<file path="config.mk">
export PLATFORM = sky130hd
export DESIGN_NAME = jogo_memoria_param_flat
export DESIGN_NICKNAME = d
export VERILOG_FILES = /design/src/rtl/jogo_memoria_pkg.sv /design/src/rtl/jogo_memoria_if.sv /design/src/rtl/jogo_memoria_ram.sv /design/src/rtl/jogo_memoria_param.sv /design/src/flat_wrapper.sv
export SDC_FILE = /design/constraint.sdc
export NUM_CORES = 1
export LEC_CHECK = 0
export CAP_MARGIN = 10
export CORE_MARGIN = 3
export CORE_UTILIZATION = 50
export CTS_CLUSTER_SIZE = 12
export DETAILED_ROUTE_END_ITERATION = 6
export GPL_TIMING_DRIVEN = 0
export PLACE_DENSITY = 0.68
export SETUP_SLACK_MARGIN = 0.1
export SLEW_MARGIN = 30
export SYNTH_ARGS = -nofsm -noshare
export SYNTH_HDL_FRONTEND = slang
export SYNTH_HIERARCHICAL = 1
export SYNTH_SLANG_ARGS = --single-unit
</file>
<file path="constraint.sdc">
create_clock -name clock -period 6.15 [get_ports clock]
set_input_delay 0.9225 -clock clock [delete_from_list [all_inputs] [get_ports clock]]
set_output_delay 0.9225 -clock clock [all_outputs]
set_load 0.02 [all_outputs]
</file>
<file path="src/rtl/jogo_memoria_pkg.sv">
// rtl/jogo_memoria_pkg.sv - shared state encoding and RAM reset pattern for the memory game
package jogo_memoria_pkg;

    typedef enum logic [4:0] {
        INICIAL        = 5'd0,
        PREPARA        = 5'd1,
        MOSTRA         = 5'd2,
        ESPERA         = 5'd3,
        REGISTRA       = 5'd4,
        COMPARA        = 5'd5,
        ESPERA_NOVA    = 5'd6,
        GRAVA_NOVA     = 5'd7,
        PROXIMA_RODADA = 5'd8,
        FIM_GANHOU     = 5'd10,
        FIM_PERDEU     = 5'd14,
        FIM_TIMEOUT    = 5'd15
    } estado_t;

    // Power-on sequence walks the buttons in order: 0001, 0010, 0100, ...
    function automatic int padrao_inicial(input int k, input int botoes);
        return 1 << (k % botoes);
    endfunction

endpackage

</file>
<file path="src/rtl/jogo_memoria_if.sv">
// rtl/jogo_memoria_if.sv - board-side signal bundle of the memory game core
interface jogo_memoria_if #(
    parameter int BOTOES      = 4,
    parameter int MAX_RODADAS = 16
);
    localparam int AW = $clog2(MAX_RODADAS);

    logic              iniciar;
    logic              modo;
    logic [BOTOES-1:0] botoes;
    logic [BOTOES-1:0] leds;
    logic              pronto;
    logic              ganhou;
    logic              perdeu;
    logic              db_timeout;
    logic [4:0]        db_estado;
    logic [AW-1:0]     db_rodada;
    logic [AW-1:0]     db_contagem;
    logic [BOTOES-1:0] db_jogada;

    modport master (
        output iniciar, modo, botoes,
        input  leds, pronto, ganhou, perdeu, db_timeout,
        input  db_estado, db_rodada, db_contagem, db_jogada
    );

    modport slave (
        input  iniciar, modo, botoes,
        output leds, pronto, ganhou, perdeu, db_timeout,
        output db_estado, db_rodada, db_contagem, db_jogada
    );
endinterface

</file>
<file path="src/rtl/jogo_memoria_ram.sv">
// rtl/jogo_memoria_ram.sv - move sequence register file, async reset init, comb read, sync write
module jogo_memoria_ram
    import jogo_memoria_pkg::*;
#(
    parameter int BOTOES      = 4,
    parameter int MAX_RODADAS = 16
) (
    input  logic                           clock,
    input  logic                           reset,
    input  logic                           we,
    input  logic [$clog2(MAX_RODADAS)-1:0] waddr,
    input  logic [BOTOES-1:0]              wdata,
    input  logic [$clog2(MAX_RODADAS)-1:0] raddr,
    output logic [BOTOES-1:0]              rdata
);

    logic [BOTOES-1:0] mem [MAX_RODADAS];

    always_ff @(posedge clock or posedge reset) begin
        if (reset) begin
            for (int k = 0; k < MAX_RODADAS; k++) begin
                mem[k] <= BOTOES'(padrao_inicial(k, BOTOES));
            end
        end else if (we) begin
            mem[waddr] <= wdata;
        end
    end

    assign rdata = mem[raddr];

endmodule

</file>
<file path="src/rtl/jogo_memoria_param.sv">
// rtl/jogo_memoria_param.sv - parametrised memory game core: FSM, timer, counters, press detector
module jogo_memoria_param
    import jogo_memoria_pkg::*;
#(
    parameter int BOTOES         = 4,
    parameter int MAX_RODADAS    = 16,
    parameter int TIMEOUT_CICLOS = 5000,
    parameter int MOSTRA_CICLOS  = 2000
) (
    input logic          clock,
    input logic          reset,
    jogo_memoria_if.slave bus
);

    localparam int AW   = $clog2(MAX_RODADAS);
    localparam int TMAX = (TIMEOUT_CICLOS > MOSTRA_CICLOS) ? TIMEOUT_CICLOS : MOSTRA_CICLOS;
    localparam int TW   = $clog2(TMAX + 1);
    localparam logic [AW-1:0] UM = 1;

    estado_t           estado, proximo;
    logic [AW-1:0]     rodada, contagem, rodada_prox;
    logic [TW-1:0]     timer;
    logic [BOTOES-1:0] jogada, botoes_ant, ram_rdata;
    logic              modo_r, pressionou, expirou, acerto, conta;

    // A press is only the 0 -> non-zero transition, so a held button counts once.
    assign pressionou  = (bus.botoes != '0) && (botoes_ant == '0);
    assign expirou     = (timer == TW'(TIMEOUT_CICLOS - 1));
    assign acerto      = $onehot(jogada) && (jogada == ram_rdata);
    assign conta       = (estado == MOSTRA) || (estado == ESPERA) || (estado == ESPERA_NOVA);
    assign rodada_prox = rodada + UM;

    jogo_memoria_ram #(
        .BOTOES      (BOTOES),
        .MAX_RODADAS (MAX_RODADAS)
    ) u_ram (
        .clock (clock),
        .reset (reset),
        .we    (estado == GRAVA_NOVA),
        .waddr (rodada_prox),
        .wdata (bus.botoes),
        .raddr (contagem),
        .rdata (ram_rdata)
    );

    always_ff @(posedge clock or posedge reset) begin
        if (reset) begin
            estado <= INICIAL;
        end else begin
            estado <= proximo;
        end
    end

    always_comb begin
        proximo        = estado;
        bus.leds       = '0;
        bus.pronto     = 1'b0;
        bus.ganhou     = 1'b0;
        bus.perdeu     = 1'b0;
        bus.db_timeout = 1'b0;
        case (estado)
            INICIAL:  if (bus.iniciar) proximo = PREPARA;
            PREPARA:  proximo = MOSTRA;
            MOSTRA: begin
                bus.leds = ram_rdata;
                if (timer == TW'(MOSTRA_CICLOS - 1)) proximo = ESPERA;
            end
            ESPERA: begin
                bus.leds = bus.botoes;
                if (pressionou)   proximo = REGISTRA;
                else if (expirou) proximo = FIM_TIMEOUT;
            end
            REGISTRA: proximo = COMPARA;
            COMPARA: begin
                if (!acerto)                               proximo = FIM_PERDEU;
                else if (contagem != rodada)               proximo = ESPERA;
                else if (rodada == AW'(MAX_RODADAS - 1))   proximo = FIM_GANHOU;
                else if (modo_r)                           proximo = ESPERA_NOVA;
                else                                       proximo = PROXIMA_RODADA;
            end
            ESPERA_NOVA: begin
                bus.leds = bus.botoes;
                if (pressionou && $onehot(bus.botoes)) proximo = GRAVA_NOVA;
                else if (expirou)                      proximo = FIM_TIMEOUT;
            end
            GRAVA_NOVA:     proximo = PROXIMA_RODADA;
            PROXIMA_RODADA: proximo = ESPERA;
            FIM_GANHOU: begin
                bus.pronto = 1'b1;
                bus.ganhou = 1'b1;
                if (bus.iniciar) proximo = PREPARA;
            end
            FIM_PERDEU: begin
                bus.pronto = 1'b1;
                bus.perdeu = 1'b1;
                if (bus.iniciar) proximo = PREPARA;
            end
            FIM_TIMEOUT: begin
                bus.pronto     = 1'b1;
                bus.perdeu     = 1'b1;
                bus.db_timeout = 1'b1;
                if (bus.iniciar) proximo = PREPARA;
            end
            default: proximo = INICIAL;
        endcase
    end

    always_ff @(posedge clock or posedge reset) begin
        if (reset) begin
            rodada     <= '0;
            contagem   <= '0;
            timer      <= '0;
            jogada     <= '0;
            botoes_ant <= '0;
            modo_r     <= 1'b0;
        end else begin
            botoes_ant <= bus.botoes;
            timer      <= (conta && proximo == estado) ? timer + TW'(1) : '0;
            case (estado)
                PREPARA: begin
                    rodada   <= '0;
                    contagem <= '0;
                    jogada   <= '0;
                    modo_r   <= bus.modo;
                end
                REGISTRA:   jogada <= bus.botoes;
                COMPARA:    if (acerto && contagem != rodada) contagem <= contagem + UM;
                GRAVA_NOVA: jogada <= bus.botoes;
                PROXIMA_RODADA: begin
                    rodada   <= rodada_prox;
                    contagem <= '0;
                end
                default: ;
            endcase
        end
    end

    assign bus.db_estado   = estado;
    assign bus.db_rodada   = rodada;
    assign bus.db_contagem = contagem;
    assign bus.db_jogada   = jogada;

endmodule

</file>
<file path="src/flat_wrapper.sv">
// flat-port wrapper written by rule: the top's interface ports become plain ports
module jogo_memoria_param_flat import jogo_memoria_pkg::*;
#(
    parameter int BOTOES         = 4,
    parameter int MAX_RODADAS    = 16,
    parameter int TIMEOUT_CICLOS = 5000,
    parameter int MOSTRA_CICLOS  = 2000
)
  (clock, reset, bus_iniciar, bus_modo, bus_botoes, bus_leds, bus_pronto, bus_ganhou, bus_perdeu, bus_db_timeout, bus_db_estado, bus_db_rodada, bus_db_contagem, bus_db_jogada);
  jogo_memoria_if #(.BOTOES(BOTOES), .MAX_RODADAS(MAX_RODADAS)) bus_i ();
  input logic clock;
  input logic reset;
  input wire logic [$bits(bus_i.iniciar)-1:0] bus_iniciar;
  input wire logic [$bits(bus_i.modo)-1:0] bus_modo;
  input wire logic [$bits(bus_i.botoes)-1:0] bus_botoes;
  output wire logic [$bits(bus_i.leds)-1:0] bus_leds;
  output wire logic [$bits(bus_i.pronto)-1:0] bus_pronto;
  output wire logic [$bits(bus_i.ganhou)-1:0] bus_ganhou;
  output wire logic [$bits(bus_i.perdeu)-1:0] bus_perdeu;
  output wire logic [$bits(bus_i.db_timeout)-1:0] bus_db_timeout;
  output wire logic [$bits(bus_i.db_estado)-1:0] bus_db_estado;
  output wire logic [$bits(bus_i.db_rodada)-1:0] bus_db_rodada;
  output wire logic [$bits(bus_i.db_contagem)-1:0] bus_db_contagem;
  output wire logic [$bits(bus_i.db_jogada)-1:0] bus_db_jogada;
  assign bus_i.iniciar = bus_iniciar;
  assign bus_i.modo = bus_modo;
  assign bus_i.botoes = bus_botoes;
  assign bus_leds = bus_i.leds;
  assign bus_pronto = bus_i.pronto;
  assign bus_ganhou = bus_i.ganhou;
  assign bus_perdeu = bus_i.perdeu;
  assign bus_db_timeout = bus_i.db_timeout;
  assign bus_db_estado = bus_i.db_estado;
  assign bus_db_rodada = bus_i.db_rodada;
  assign bus_db_contagem = bus_i.db_contagem;
  assign bus_db_jogada = bus_i.db_jogada;
  jogo_memoria_param #(.BOTOES(BOTOES), .MAX_RODADAS(MAX_RODADAS), .TIMEOUT_CICLOS(TIMEOUT_CICLOS), .MOSTRA_CICLOS(MOSTRA_CICLOS)) u_core (.clock(clock), .reset(reset), .bus(bus_i));
endmodule
</file>
# Yosys cells after proc, flatten, opt, wreduce, memory -nomap -nowiden
# Index checks and enable logic that the tools add are counted.
# totals
wordCells	104
register_bits	99
input_bits	8
# classes
add_sub_neg	9
eq_ne	20
n_bitwise	2
n_mux	26
n_lt_le_gt_ge	3
reduce_logical	21
# ops
op	count
bitwise mux 64 bit	1
case mux 5 bit (9 select lines)	1
two-way mux 5 bit	8
case mux 4 bit (2 select lines)	4
equality test 5 x 3 -> 1 bit (second input constant)	4
equality test 5 x 4 -> 1 bit (second input constant)	4
two-way mux 4 bit	5
binary-select mux 4 bit (select 4 bit)	1
demux 4 bit (select 4 bit)	1
adder 13 x 1 -> 13 bit (second input constant)	1
equality test 13 x 11 -> 1 bit (second input constant)	1
equality test 13 bit (second input constant)	1
two-way mux 13 bit	1
equality test 5 x 2 -> 1 bit (second input constant)	2
greater-or-equal comparator 5 bit (second input constant)	2
NOT 4 -> 5 bit	2
adder 1 x 1 -> 2 bit	4
adder 4 x 1 -> 4 bit (second input constant)	2
OR reduction 2 bit	4
adder 3 bit	2
equality test 3 x 1 -> 1 bit (second input constant)	2
logical AND 1 bit	6
nonzero test 2 bit	3
equality test 5 x 1 -> 1 bit (second input constant)	1
other kinds (14)	18

# Logic depth before layout (Yosys ltp)
# depth
word_depth	11
ltp_mapped	11
ltp_nobuf	11

# By module
# Netlist, hierarchy kept.
# by_module_without_submodules
module	area_per_inst_um2	cells_each	instances
jogo_memoria_ram	3027.9	202	1
jogo_memoria_param	2309.7	267	1

# Worst setup path before layout
# OpenSTA, ideal clock, no wires.
# synth_path
kind	register to output
from	register u_core.contagem[0], in the netlist u_core/bus.db_contagem[0]
to	output bus_leds[0]
t_arrival_ns	2.031
path_stages_with_launch	7
setup_slack_ns	3.196
required_time_ns	5.227
path_cell_list	dfrtp_1 buf_4 buf_4 mux4_2 a22oi_1 nand3_1 a22o_1
# synth_via
elab_chain_len	5
# synth_lines
element	line	rtl
start: declaration	jogo_memoria_param.sv:21	logic [AW-1:0] rodada, contagem, rodada_prox;
start signal: assignment	jogo_memoria_param.sv:127	COMPARA: if (acerto && contagem != rodada) contagem <= contagem + UM;
NOT 4 -> 5 bit (implied by the code)	jogo_memoria_ram.sv:29	assign rdata = mem[raddr];
binary-select mux 4 bit (select 4 bit)	jogo_memoria_ram.sv:29	
two-way mux 4 bit (implied by the code) (2 in series)	jogo_memoria_ram.sv:29	
net u_core.ram_rdata[0]	jogo_memoria_param.sv:23	logic [BOTOES-1:0] jogada, botoes_ant, ram_rdata;
case mux 4 bit (2 select lines)	jogo_memoria_param.sv:61	case (estado)
end: declaration	flat_wrapper.sv:16	output wire logic [$bits(bus_i.leds)-1:0] bus_leds;
# The timed path passes the listed nets, and every way through them passes these cells. The select of a mux whose other input is x is not followed.

# Worst setup path after layout
# layout_path
from	register u_core.contagem[1], in the netlist u_core/bus.db_contagem[1]
to	output bus_leds[1]
# Same word-level chain as after synthesis.

==> metrics.md <==
| Metric | Value |
|---|---|
| Inst Count DP | `638` |
| Crit path DAT | `3220 ps` |
| Final-report hold violation count | `0` |
| Top achievable clock speed | `0.241 GHz` |
| Level count of the clock H-tree | `3` |
| Area of the core | `just over 10000 um2` |
| Sequential-to-total area share from yosys stat | `46.8%` |
| Adder-Cell Fraction of Synth Area | `2.63%` |
| Number of standard-cell rows in the floorplan | `37` |
| Clock skew after layout | `11.9 ps` |
| Area share of xor/xnor cells in the synthesized design | `4.27%` |
| Yosys cell types | `56` |
| Required time of the worst setup path | `between 5000 and 6000 ps` |
| DRC viols | `0` |
| Overflow left after global routing | `0` |
| Max capacitance violation total | `0` |
| Biggest fanout along the worst timing path | `10` |
| Total via count in the routed design | `3844` |
| Main combinational cell family by area after synthesis | `multiplexers` |
| Starting density of the core | `between 50% and 60%` |
| IO buf count | `32` |
| Vias per std cell | `5.88` |
| Die footprint | `12000 um2` |
| Mux contribution to synthesized area | `20.9%` |
| Worst reg2reg path startpoint | `u_core/bus.db_contagem[1]$_DFFE_PP0P_` |
| Overall global routing resource usage | `21.8%` |
| Worst Setup Slack, final | `2000 ps` |
| Fin area | `6060 um2` |
| Count of pins on the block boundary | `33` |
| Pre-CTS setup slack | `2080 ps` |
| Post-Syn Instances | `roughly 470` |
| Setup repair after global routing missed its margin | `no` |
| Fillers | `896` |
| Initial detailed-routing violation count | `roughly 170` |
| Maximum number of pins on one net before global-route repair | `36` |
| Detailed Route WL | `12.3 mm` |
| Clock period minus final worst setup slack | `slightly above 4000 ps` |
| Post-layout net count | `around 530` |
| Commonest non-fill, non-tap cells in the layout | `dfrtp_1 (83), mux2_2 (61), nor2_1 (41), clkdlybuf4s50_1 (32), nand2_1 (28)` |
| Clk Tree Root Cell | `clkbuf_8` |
| Power density normalized to cell area | `230 nW/um2` |
| Final non-filler cell total | `654` |
| Number of sinks on the clock net | `99` |
| Launching element type of the critical path | `register` |
| Net count after synthesis | `487` |
| Result of the run | `finished, final reports clean` |
| Resize count post-CTS | `0` |
| Count of warnings emitted by yosys | `6` |
| Routed wirelength normalized by instance count | `between 15 and 20 um` |
| Skew-Pair Late Insertion Delay | `between 300 and 400 ps` |
| Number of synthesized flops with an enable pin | `0` |
| Slew headroom | `43.3%` |
| Number of pins exceeding their max-slew limit in the final report | `0` |
| Leakage component of the power | `2.54 nW` |
| Max Root-Sink Buffers | `2` |
| Number of nets still failing antenna checks after routing | `0` |
| Total negative slack | `0 ps` |
| Share of synthesized cell area in and, or, nand and nor gates | `14.8%` |
| Layout-stage area growth over the synthesis result | `13.5%` |
| Most frequent standard cell in the layout excluding fill and tap cells | `dfrtp_1` |
| CTS tree | `yes` |
| DPL Wire Length | `8.84 mm` |
| Register bit count reported by yosys | `just under 100` |
| Antenna violations before repair | `0` |
| Drt pass-1 iters | `5` |
| Fraction of layout instances using a drive strength above 1 | `26.6%` |
| Compound-Gate Fraction of Synth Area | `6.84%` |
| Type of the most critical hold path | `reg -> reg` |
| Diodes inserted | `0` |
| Clock transition time at the flip-flop clock pins of the worst setup and hold paths | `100 ps` |
| Slew at the pin closest to its max-slew limit | `843 ps` |
| Number of buffers inserted by hold repair at cts | `0` |
| Total CTS buffers | `9` |
| Post-synth top flop | `dfrtp_1` |
| Global-route wire length before repair | `~20 mm` |
| Start point of the worst hold path | `u_core/timer[0]$_DFF_PP0_` |
| Endpoints failing setup | `0` |
| Post-CTS Repair Setup Buffers | `0` |
| Post-synth ARST share | `100%` |
| Path type of the worst setup path | `reg -> out` |
| CP Launch Point | `u_core/bus.db_contagem[1]$_DFFE_PP0P_` |
| Placement Cell Area | `5850 um2` |
| Netlist area before placement | `5340 um2` |
| Via count of the first global-routing pass | `~3800` |
| Die width | `approximately 110 um` |
| Worst Setup End Kind | `primary output` |
| Routability cong. | `0.902` |
| Die span in y | `109 um` |
| IR Drop Worst-Case VDD | `0.165 mV` |
| Average footprint of a synthesized cell | `11.4 um2` |
| Final critical-path share of the clock period | `67.4%` |
-- logic make-up (layout without fill, tap and decap cells) --
| family | Yosys count | count (layout) |
|---|---|---|
| AOI/OAI and AO/OA | 57 | 57 |
| xor gates and xnor gates | 26 | 26 |
| adders and majority gates | 10 | 10 |
| buffers and inverters | 45 | 94 |
| DFF | 99 | 99 |
| muxes | 82 | 82 |
| other | 1 | 1 |
| and+or+nand+nor | 149 | 149 |
-- synthesized netlist by cell type (5+ instances only) --
cell      count  share of area (%)
dfrtp_1      83                 39
mux2_2       61                 13
nor2_1       41                2.9
nand2_1      28                2.0
inv_1        20                1.4
nand3_1      20                1.9
a21oi_1      17                1.6
dfstp_2      16                7.9
mux4_2       16                6.8
xor2_1       16                2.6
o21ai_0      12                1.1
clkbuf_1     11               0.77
nor3_1       11                1.0
xnor2_1      10                1.6
buf_2         9               0.84
ha_1          8                1.9
o22ai_1       6               0.70
and3_1        5               0.59
nand3b_1      5               0.70
nor2b_1       5               0.59
or3_1         5               0.59
-- path summary, 6_finish.rpt --
kind	to	slack, ps	cells past startpoint
max	bus_leds[1]	2000	7
min in group asynchronous	u_core/u_ram/mem[49]$_DFFE_PP0P_	940	2
max reg2reg	u_core/bus.db_contagem[3]$_DFFE_PP0P_	2650	11
min reg2reg	u_core/timer[0]$_DFF_PP0_	490	1
min	u_core/timer[0]$_DFF_PP0_	490	1
max in group asynchronous	u_core/bus.db_contagem[3]$_DFFE_PP0P_	4560	2
-- layer usage --
metal / GRT usage [%] / vias to the layer above / part of all wire (%) / wire length [um]
li1: - / 1763 / - / -
met1: 28.8 / 1949 / 43 / 5270
met2: 36.3 / 116 / 51 / 6210
met3: 4.29 / 16 / 4.8 / 582
met4: 6.95 / 0 / 1.6 / 192
met5: 0 / - / 0 / 0
-- critical path, cell delays in order (launching register included) --
cell and delay (ps):
dfrtp_1 480, clkbuf_1 440, buf_2 380, mux4_2 360
a22oi_1 250, nand3_1 170, a22o_1 240, clkdlybuf4s50_1 530
-- layout make-up --
cell class | instances | area, um2 | share of cell area, %
multi-input combinational | 325 | 2650 | 43.6
clock buffer | 9 | 124 | 2.04
clock inverter | 7 | 86.3 | 1.42
buffer | 25 | 120 | 1.98
inverter | 20 | 77.6 | 1.28
tap | 136 | 170 | 2.81
timing repair buffer | 33 | 340 | 5.62
sequential | 99 | 2500 | 41.2
-- power breakdown --
part	switching (W)	internal, W
combinational	0.000166	0.0000971
sequential	0.0000197	0.000676
clock	0.000242	0.000195
-- flip-flops by register name, summed over array words and instances, names as in the netlist --
signal                  count
u_core/u_ram/mem           64
u_core/timer               13
u_core/bus.db_estado        5
u_core/botoes_ant           4
u_core/bus.db_contagem      4
u_core/bus.db_jogada        4
u_core/bus.db_rodada        4
u_core/modo_r               1
-- through the flow --
stage	hold slack, ps	power [W]	utilization [%]
2_1_floorplan	443	0.000876	-
3_3_place_gp	471	0.000957	56.2
3_5_place_dp	477	0.000968	56.4
4_1_cts	491	0.00141	58.4
5_1_grt	510	0.00146	58.4
6_report	487	0.00140	58.4
Note: power is estimated with default switching activity, not from simulation.
